### src/rtl/mem_bus_arbiter_if.sv
// Bus bundle for the two-requester memory arbiter: core and loader ports,
// the shared memory port, and arbiter status.
interface mem_bus_arbiter_if #(
    parameter int ADDR_W = 32,
    parameter int DATA_W = 32
);
    logic              m0_req;
    logic              m0_we;
    logic [ADDR_W-1:0] m0_addr;
    logic [DATA_W-1:0] m0_wdata;
    logic              m0_ack;
    logic [DATA_W-1:0] m0_rdata;

    logic              m1_req;
    logic              m1_we;
    logic [ADDR_W-1:0] m1_addr;
    logic [DATA_W-1:0] m1_wdata;
    logic              m1_ack;
    logic [DATA_W-1:0] m1_rdata;

    logic              mem_en;
    logic              mem_we;
    logic [ADDR_W-1:0] mem_addr;
    logic [DATA_W-1:0] mem_wdata;
    logic [DATA_W-1:0] mem_rdata;

    logic [1:0]        grant;
    logic              busy;

    // Arbiter side
    modport slave (
        input  m0_req, m0_we, m0_addr, m0_wdata,
        input  m1_req, m1_we, m1_addr, m1_wdata,
        input  mem_rdata,
        output m0_ack, m0_rdata, m1_ack, m1_rdata,
        output mem_en, mem_we, mem_addr, mem_wdata,
        output grant, busy
    );

    // Requesters and memory side
    modport master (
        output m0_req, m0_we, m0_addr, m0_wdata,
        output m1_req, m1_we, m1_addr, m1_wdata,
        output mem_rdata,
        input  m0_ack, m0_rdata, m1_ack, m1_rdata,
        input  mem_en, mem_we, mem_addr, mem_wdata,
        input  grant, busy
    );
endinterface

### src/rtl/mem_bus_arbiter.sv
// Round-robin arbiter sharing one fixed-latency single-port memory between the
// MIPS core (port 0) and a loader/debug master (port 1). All outputs registered.
module mem_bus_arbiter #(
    parameter int ADDR_W  = 32,
    parameter int DATA_W  = 32,
    parameter int MEM_LAT = 1
) (
    input  logic             clk,
    input  logic             rst,
    mem_bus_arbiter_if.slave bus
);
    typedef enum logic [1:0] {IDLE, ACCESS, WAIT, RESP} state_t;

    state_t            state_q, state_nxt;
    logic [2:0]        cnt_q, cnt_nxt;
    logic              last_q, last_nxt;
    logic              we_q, we_nxt;
    logic [1:0]        grant_q, grant_nxt;
    logic              busy_q, busy_nxt;
    logic              en_q, en_nxt;
    logic              mwe_q, mwe_nxt;
    logic [ADDR_W-1:0] addr_q, addr_nxt;
    logic [DATA_W-1:0] wdata_q, wdata_nxt;
    logic              ack0_q, ack0_nxt;
    logic              ack1_q, ack1_nxt;
    logic [DATA_W-1:0] rdata0_q, rdata0_nxt;
    logic [DATA_W-1:0] rdata1_q, rdata1_nxt;
    logic              win;

    always_ff @(posedge clk or negedge rst) begin
        if (!rst) begin
            state_q  <= IDLE;
            cnt_q    <= '0;
            last_q   <= 1'b1;
            we_q     <= 1'b0;
            grant_q  <= 2'b00;
            busy_q   <= 1'b0;
            en_q     <= 1'b0;
            mwe_q    <= 1'b0;
            addr_q   <= '0;
            wdata_q  <= '0;
            ack0_q   <= 1'b0;
            ack1_q   <= 1'b0;
            rdata0_q <= '0;
            rdata1_q <= '0;
        end else begin
            state_q  <= state_nxt;
            cnt_q    <= cnt_nxt;
            last_q   <= last_nxt;
            we_q     <= we_nxt;
            grant_q  <= grant_nxt;
            busy_q   <= busy_nxt;
            en_q     <= en_nxt;
            mwe_q    <= mwe_nxt;
            addr_q   <= addr_nxt;
            wdata_q  <= wdata_nxt;
            ack0_q   <= ack0_nxt;
            ack1_q   <= ack1_nxt;
            rdata0_q <= rdata0_nxt;
            rdata1_q <= rdata1_nxt;
        end
    end

    // Outputs are computed for the state being entered, so each registered
    // output lines up with its state without any input-to-output path.
    always_comb begin
        state_nxt  = state_q;
        cnt_nxt    = cnt_q;
        last_nxt   = last_q;
        we_nxt     = we_q;
        grant_nxt  = grant_q;
        en_nxt     = 1'b0;
        mwe_nxt    = 1'b0;
        addr_nxt   = addr_q;
        wdata_nxt  = wdata_q;
        ack0_nxt   = 1'b0;
        ack1_nxt   = 1'b0;
        rdata0_nxt = rdata0_q;
        rdata1_nxt = rdata1_q;
        win        = 1'b0;

        case (state_q)
            IDLE: begin
                grant_nxt = 2'b00;
                if (bus.m0_req || bus.m1_req) begin
                    // On a tie the port not served last wins
                    win       = (bus.m0_req && bus.m1_req) ? ~last_q : bus.m1_req;
                    last_nxt  = win;
                    we_nxt    = win ? bus.m1_we    : bus.m0_we;
                    addr_nxt  = win ? bus.m1_addr  : bus.m0_addr;
                    wdata_nxt = win ? bus.m1_wdata : bus.m0_wdata;
                    en_nxt    = 1'b1;
                    mwe_nxt   = win ? bus.m1_we : bus.m0_we;
                    grant_nxt = win ? 2'b10 : 2'b01;
                    state_nxt = ACCESS;
                end
            end
            ACCESS: begin
                cnt_nxt   = 3'(MEM_LAT);
                state_nxt = WAIT;
            end
            WAIT: begin
                cnt_nxt = cnt_q - 3'd1;
                if (cnt_q == 3'd1) begin
                    state_nxt = RESP;
                    if (last_q) begin
                        ack1_nxt = 1'b1;
                        if (!we_q) rdata1_nxt = bus.mem_rdata;
                    end else begin
                        ack0_nxt = 1'b1;
                        if (!we_q) rdata0_nxt = bus.mem_rdata;
                    end
                end
            end
            RESP: begin
                grant_nxt = 2'b00;
                state_nxt = IDLE;
            end
            default: begin
                grant_nxt = 2'b00;
                state_nxt = IDLE;
            end
        endcase

        busy_nxt = (state_nxt != IDLE);
    end

    assign bus.m0_ack    = ack0_q;
    assign bus.m0_rdata  = rdata0_q;
    assign bus.m1_ack    = ack1_q;
    assign bus.m1_rdata  = rdata1_q;
    assign bus.mem_en    = en_q;
    assign bus.mem_we    = mwe_q;
    assign bus.mem_addr  = addr_q;
    assign bus.mem_wdata = wdata_q;
    assign bus.grant     = grant_q;
    assign bus.busy      = busy_q;
endmodule

### src/flat_wrapper.sv
// flat-port wrapper written by rule: the top's interface ports become plain ports
module mem_bus_arbiter_flat 
#(
    parameter int ADDR_W  = 32,
    parameter int DATA_W  = 32,
    parameter int MEM_LAT = 1
)
  (clk, rst, bus_m0_req, bus_m0_we, bus_m0_addr, bus_m0_wdata, bus_m1_req, bus_m1_we, bus_m1_addr, bus_m1_wdata, bus_mem_rdata, bus_m0_ack, bus_m0_rdata, bus_m1_ack, bus_m1_rdata, bus_mem_en, bus_mem_we, bus_mem_addr, bus_mem_wdata, bus_grant, bus_busy);
  mem_bus_arbiter_if #(.ADDR_W(ADDR_W), .DATA_W(DATA_W)) bus_i ();
  input  logic clk;
  input  logic rst;
  input wire logic [$bits(bus_i.m0_req)-1:0] bus_m0_req;
  input wire logic [$bits(bus_i.m0_we)-1:0] bus_m0_we;
  input wire logic [$bits(bus_i.m0_addr)-1:0] bus_m0_addr;
  input wire logic [$bits(bus_i.m0_wdata)-1:0] bus_m0_wdata;
  input wire logic [$bits(bus_i.m1_req)-1:0] bus_m1_req;
  input wire logic [$bits(bus_i.m1_we)-1:0] bus_m1_we;
  input wire logic [$bits(bus_i.m1_addr)-1:0] bus_m1_addr;
  input wire logic [$bits(bus_i.m1_wdata)-1:0] bus_m1_wdata;
  input wire logic [$bits(bus_i.mem_rdata)-1:0] bus_mem_rdata;
  output wire logic [$bits(bus_i.m0_ack)-1:0] bus_m0_ack;
  output wire logic [$bits(bus_i.m0_rdata)-1:0] bus_m0_rdata;
  output wire logic [$bits(bus_i.m1_ack)-1:0] bus_m1_ack;
  output wire logic [$bits(bus_i.m1_rdata)-1:0] bus_m1_rdata;
  output wire logic [$bits(bus_i.mem_en)-1:0] bus_mem_en;
  output wire logic [$bits(bus_i.mem_we)-1:0] bus_mem_we;
  output wire logic [$bits(bus_i.mem_addr)-1:0] bus_mem_addr;
  output wire logic [$bits(bus_i.mem_wdata)-1:0] bus_mem_wdata;
  output wire logic [$bits(bus_i.grant)-1:0] bus_grant;
  output wire logic [$bits(bus_i.busy)-1:0] bus_busy;
  assign bus_i.m0_req = bus_m0_req;
  assign bus_i.m0_we = bus_m0_we;
  assign bus_i.m0_addr = bus_m0_addr;
  assign bus_i.m0_wdata = bus_m0_wdata;
  assign bus_i.m1_req = bus_m1_req;
  assign bus_i.m1_we = bus_m1_we;
  assign bus_i.m1_addr = bus_m1_addr;
  assign bus_i.m1_wdata = bus_m1_wdata;
  assign bus_i.mem_rdata = bus_mem_rdata;
  assign bus_m0_ack = bus_i.m0_ack;
  assign bus_m0_rdata = bus_i.m0_rdata;
  assign bus_m1_ack = bus_i.m1_ack;
  assign bus_m1_rdata = bus_i.m1_rdata;
  assign bus_mem_en = bus_i.mem_en;
  assign bus_mem_we = bus_i.mem_we;
  assign bus_mem_addr = bus_i.mem_addr;
  assign bus_mem_wdata = bus_i.mem_wdata;
  assign bus_grant = bus_i.grant;
  assign bus_busy = bus_i.busy;
  mem_bus_arbiter #(.ADDR_W(ADDR_W), .DATA_W(DATA_W), .MEM_LAT(MEM_LAT)) u_core (.clk(clk), .rst(rst), .bus(bus_i));
endmodule
### config.mk
export PLATFORM = sky130hd
export DESIGN_NAME = mem_bus_arbiter_flat
export DESIGN_NICKNAME = d
export VERILOG_FILES = /design/src/rtl/mem_bus_arbiter_if.sv /design/src/rtl/mem_bus_arbiter.sv /design/src/flat_wrapper.sv
export SDC_FILE = /design/constraint.sdc
export NUM_CORES = 1
export LEC_CHECK = 0
export BUFFER_PORTS_ARGS = -buffer_cell sky130_fd_sc_hd__buf_2
export CORE_ASPECT_RATIO = 1.2
export CORE_MARGIN = 2
export CORE_UTILIZATION = 46
export DETAILED_ROUTE_END_ITERATION = 16
export PLACE_DENSITY = 0.81
export SLEW_MARGIN = 5
export SYNTH_ARGS = -nofsm -noshare
export SYNTH_HDL_FRONTEND = slang
export SYNTH_SLANG_ARGS = --single-unit
export TNS_END_PERCENT = 1
### constraint.sdc
create_clock -name clk -period 2.65 [get_ports clk]
set_input_delay 0.1325 -clock clk [delete_from_list [all_inputs] [get_ports clk]]
set_output_delay 0.1325 -clock clk [all_outputs]
set_load 0.01 [all_outputs]
==> results.yml <==
cts:
  clk_pin_slew_ps: 60
  cts_buffers: 17
  cts_buffer_depth: 2
  cts_root_buf: "clkbuf_16"
  cts.htree.levels: 4
  cts_tree: "built"
  postCtsSetupBuffers: 0
  insertion_delay_ps: 400
  cts.sinks: 142
setup_path:
  crit_type: "flop to flop"
  critical_path.slowest_cell: "dlygate4sd3_1"
  worstPathRequired_ps: 2990
  path_depth: 8
  crit_family: "buffers and inverters"
  slowest_delay_ps: 600
  startpoint_type: "flop"
  worstPathArrival_ps: 2760
  cp_max_fo: 38
  worstPathCellList: "inv_1 > ha_2 > o21ai_4 > inv_2 > buf_6 > nor2_1 > a21oi_1 > dlygate4sd3_1"
  crit_buf_inv: 4
  rr_worst_depth: 8
  endpoint_kind: "flop"
place:
  routabilityCongestion: 0.806
  place_hpwl_mm: 12.4
  portBuffers: 300
status:
  outcome: "finished, final reports clean"
sta:
  finalCritPeriodShare_pct: 91.6
  final-max-slew-violation-count: 0
  fin_worst_skew_ps: 8.44
  finalHoldViolations: 0
  slew-limit-headroom_pct: 46.5
  rsz0062_at_grt: "false"
  period_minus_slack_ps: 2430
  fmax_mhz: 412
  tns_ps: 0
  worst_pin_slew_ps: 803
  setup_viol: 0
route:
  drt_wl_total_mm: 20.5
  ant_nets: 0
  via_count: 5880
  dr.pass1.iters: 5
  drtIter0Drc: 355
  viasPerCell: 5.27
  post_drt_wl_per_cell_um: 18.4
  drc: 0
yosys:
  yosys.area.top_type: "dfrtp_1"
  synth_top_family_by_area: "multiplexers"
  synth-compound-area-share_pct: 12.1
  synth_nets: 715
  synth_simple_gate_area_share_pct: 9.73
  netlist_area_um2: 5980
  ys_seq_area_share_pct: 59.5
  syn_avg_cell_area_um2: 11.0
  post-synth-top-area-fraction_pct: 59.0
  synthMuxAreaShare_pct: 14.1
  yosys.cell_types.count: 32
  synth_fa_ha_area_share_pct: 1.26
  ys.warnings.count: 0
  ys_seq_elements: 142
  synthTopCellsByArea: "dfrtp_1 59%, a21oi_1 11%, mux2_4 7.5%"
  synth_xor_area_share_pct: 0
  syn_inst: 543
power_and_ir_drop:
  p_int_mw: 7.06
  clkPwrFrac_pct: 23.4
  comb_power_share_pct: 41.2
  vdd_ir_drop_max_v: 0.000553
  powerDensity_nw_per_um2: 1200
  p_leak_nw: 4.68
  seq_power_share_pct: 35.4
  power.switching_mw: 4.16
  power.total_mw: 11.2
  p_sw_share_pct: 37.1
die:
  core_area_um2: 12700
  start_util_pct: 47.2
  fp.dieW_um: 108
  die_h_um: 129
  ioPinCount: 301
  rows: 45
  die_area_um2: 13900
global_route:
  grt-ovfl-total: 0
  grt_pass1_vias: 6056
  grt_start_max_net_pins: 58
  track_usage_pct: 29.1
  grt_pass1_wl_mm: 31.2
  antenna_found_initial: 1
cells_and_area:
  drive_above_1_share_pct: 44.0
  nNetsFinal: 1110
  syn2layout_area_growth_pct: 56.0
  seqCellArea_um2: 3550
  multi_input_area_um2: 2260
  nFillCells: 810
hold_path:
  hold_path_depth: 3
  hp-class: "input port to flop"
run:
  cap_violations: 0
## final cells by class
class | instances | area share [%]
clock buffer | 19 | 4.86
tap | 164 | 2.20
clock inverter | 13 | 2.17
antenna | 1 | 0.0268
timing repair buffer | 411 | 28.1
inverter | 7 | 0.282
sequential | 142 | 38.1
multi-input combinational | 359 | 24.3
## layout by cell type, fill, tap and decap left out, types with 2 or more instances in the layout
cell type and instances:
buf_2 299, dfrtp_1 141, a21oi_1 131, dlygate4sd3_1 99
nor2_1 71, nand2_1 66, mux2_2 32, mux2_4 30
clkbuf_16 17, buf_4 9, inv_1 5, ha_1 5
bufinv_16 4, o21ai_0 3, clkinv_4 3, inv_6 3
inv_2 2, mux2_1 2, clkbuf_8 2, inv_8 2
buf_6 2, buf_12 2
## per-stage QoR
stage | worst slack, ps | cells | area [µm²] | hold slack, ps | util [%]
floorplan | 780 | 543 | 5980 | -163 | -
global placement | 512 | 983 | 7660 | 137 | 60.5
detailed placement | 435 | 983 | 7660 | 141 | 60.5
CTS | 150 | 1114 | 9310 | 2.73 | 73.5
global route | 126 | 1116 | 9330 | 10.9 | 73.6
finish | 224 | 1116 | 9330 | 17.7 | 73.6
## flip-flops by register name (all words and copies together) (netlist names), 2 cells and up
signal                cells
u_core.bus.m0_rdata      32
u_core.bus.m1_rdata      32
u_core.bus.mem_addr      32
u_core.bus.mem_wdata     32
u_core.cnt_q              3
u_core.bus.grant          2
u_core.state_q            2
## cells by family (layout without fill, tap and decap cells)
family	after synthesis	after routing
compound gates	141	142
fa+ha+maj	6	6
buf+inv	43	450
flops	142	142
mux	65	65
other cells	0	1
simple gates	146	146
## power by group through the flow
| stage | sequential, mW | combinational [mW] | clock [mW] |
|---|---|---|---|
| 6_report | 3.97 | 4.62 | 2.63 |
| 2_1_floorplan | 4.35 | 2.08 | 0 |
| 5_1_grt | 4.07 | 5.04 | 2.78 |
| 4_1_cts | 3.91 | 4.50 | 2.65 |
| 3_5_place_dp | 3.93 | 4.36 | 0 |
| 3_3_place_gp | 3.87 | 4.20 | 0 |
## tightest hold or removal path: stages
cell and delay (ps):
buf_2 70, a21oi_1 50, a21oi_1 130
## final timing paths
kind	end	startpoint	slack (ps)
setup / recovery	u_core.bus.mem_addr[18]$_DFFE_PN0P_	u_core.state_q[0]$_DFF_PN0_	220
hold / removal	u_core.bus.mem_addr[30]$_DFFE_PN0P_	bus_m1_addr[30]	20
setup reg to reg	u_core.bus.mem_addr[18]$_DFFE_PN0P_	u_core.state_q[0]$_DFF_PN0_	220
hold reg to reg	u_core.bus.grant[1]$_DFFE_PN0P_	u_core.bus.grant[1]$_DFFE_PN0P_	480
max in group asynchronous	u_core.bus.m1_rdata[12]$_DFFE_PN0P_	rst	1640
min in group asynchronous	u_core.bus.m1_rdata[4]$_DFFE_PN0P_	rst	270
## cell usage after synthesis (all sizes together)
master / count
clkbuf: 17
inv: 7
nor2: 71
or2: 1
a21oi: 131
or3: 1
nor2b: 1
ha: 6
mux2i: 1
dfstp: 1
nor4b: 1
o41ai: 1
a31oi: 1
mux2: 64
nand3b: 2
nand2: 66
o21ai: 4
buf: 19
a21boi: 1
a21bo: 1
a211oi: 1
and3: 1
nand3: 1
o31ai: 1
dfrtp: 141
nor3: 1
## layer usage
layer / part of all wire (%) / track usage, % / vias up
li1: - / - / 2637
met1: 36 / 33.5 / 2819
met5: 0 / 0 / -
met2: 51 / 49.8 / 368
met4: 3.8 / 15.0 / 0
met3: 8.7 / 7.65 / 56
## what timing repair did
item	4_1_cts	5_1_grt
hold buffers	99	0
resized for setup	0	2
endpoints found under the setup margin	0	1
endpoints found under the hold margin	181	0
No activity file was read; power rests on OpenSTA's default activity.
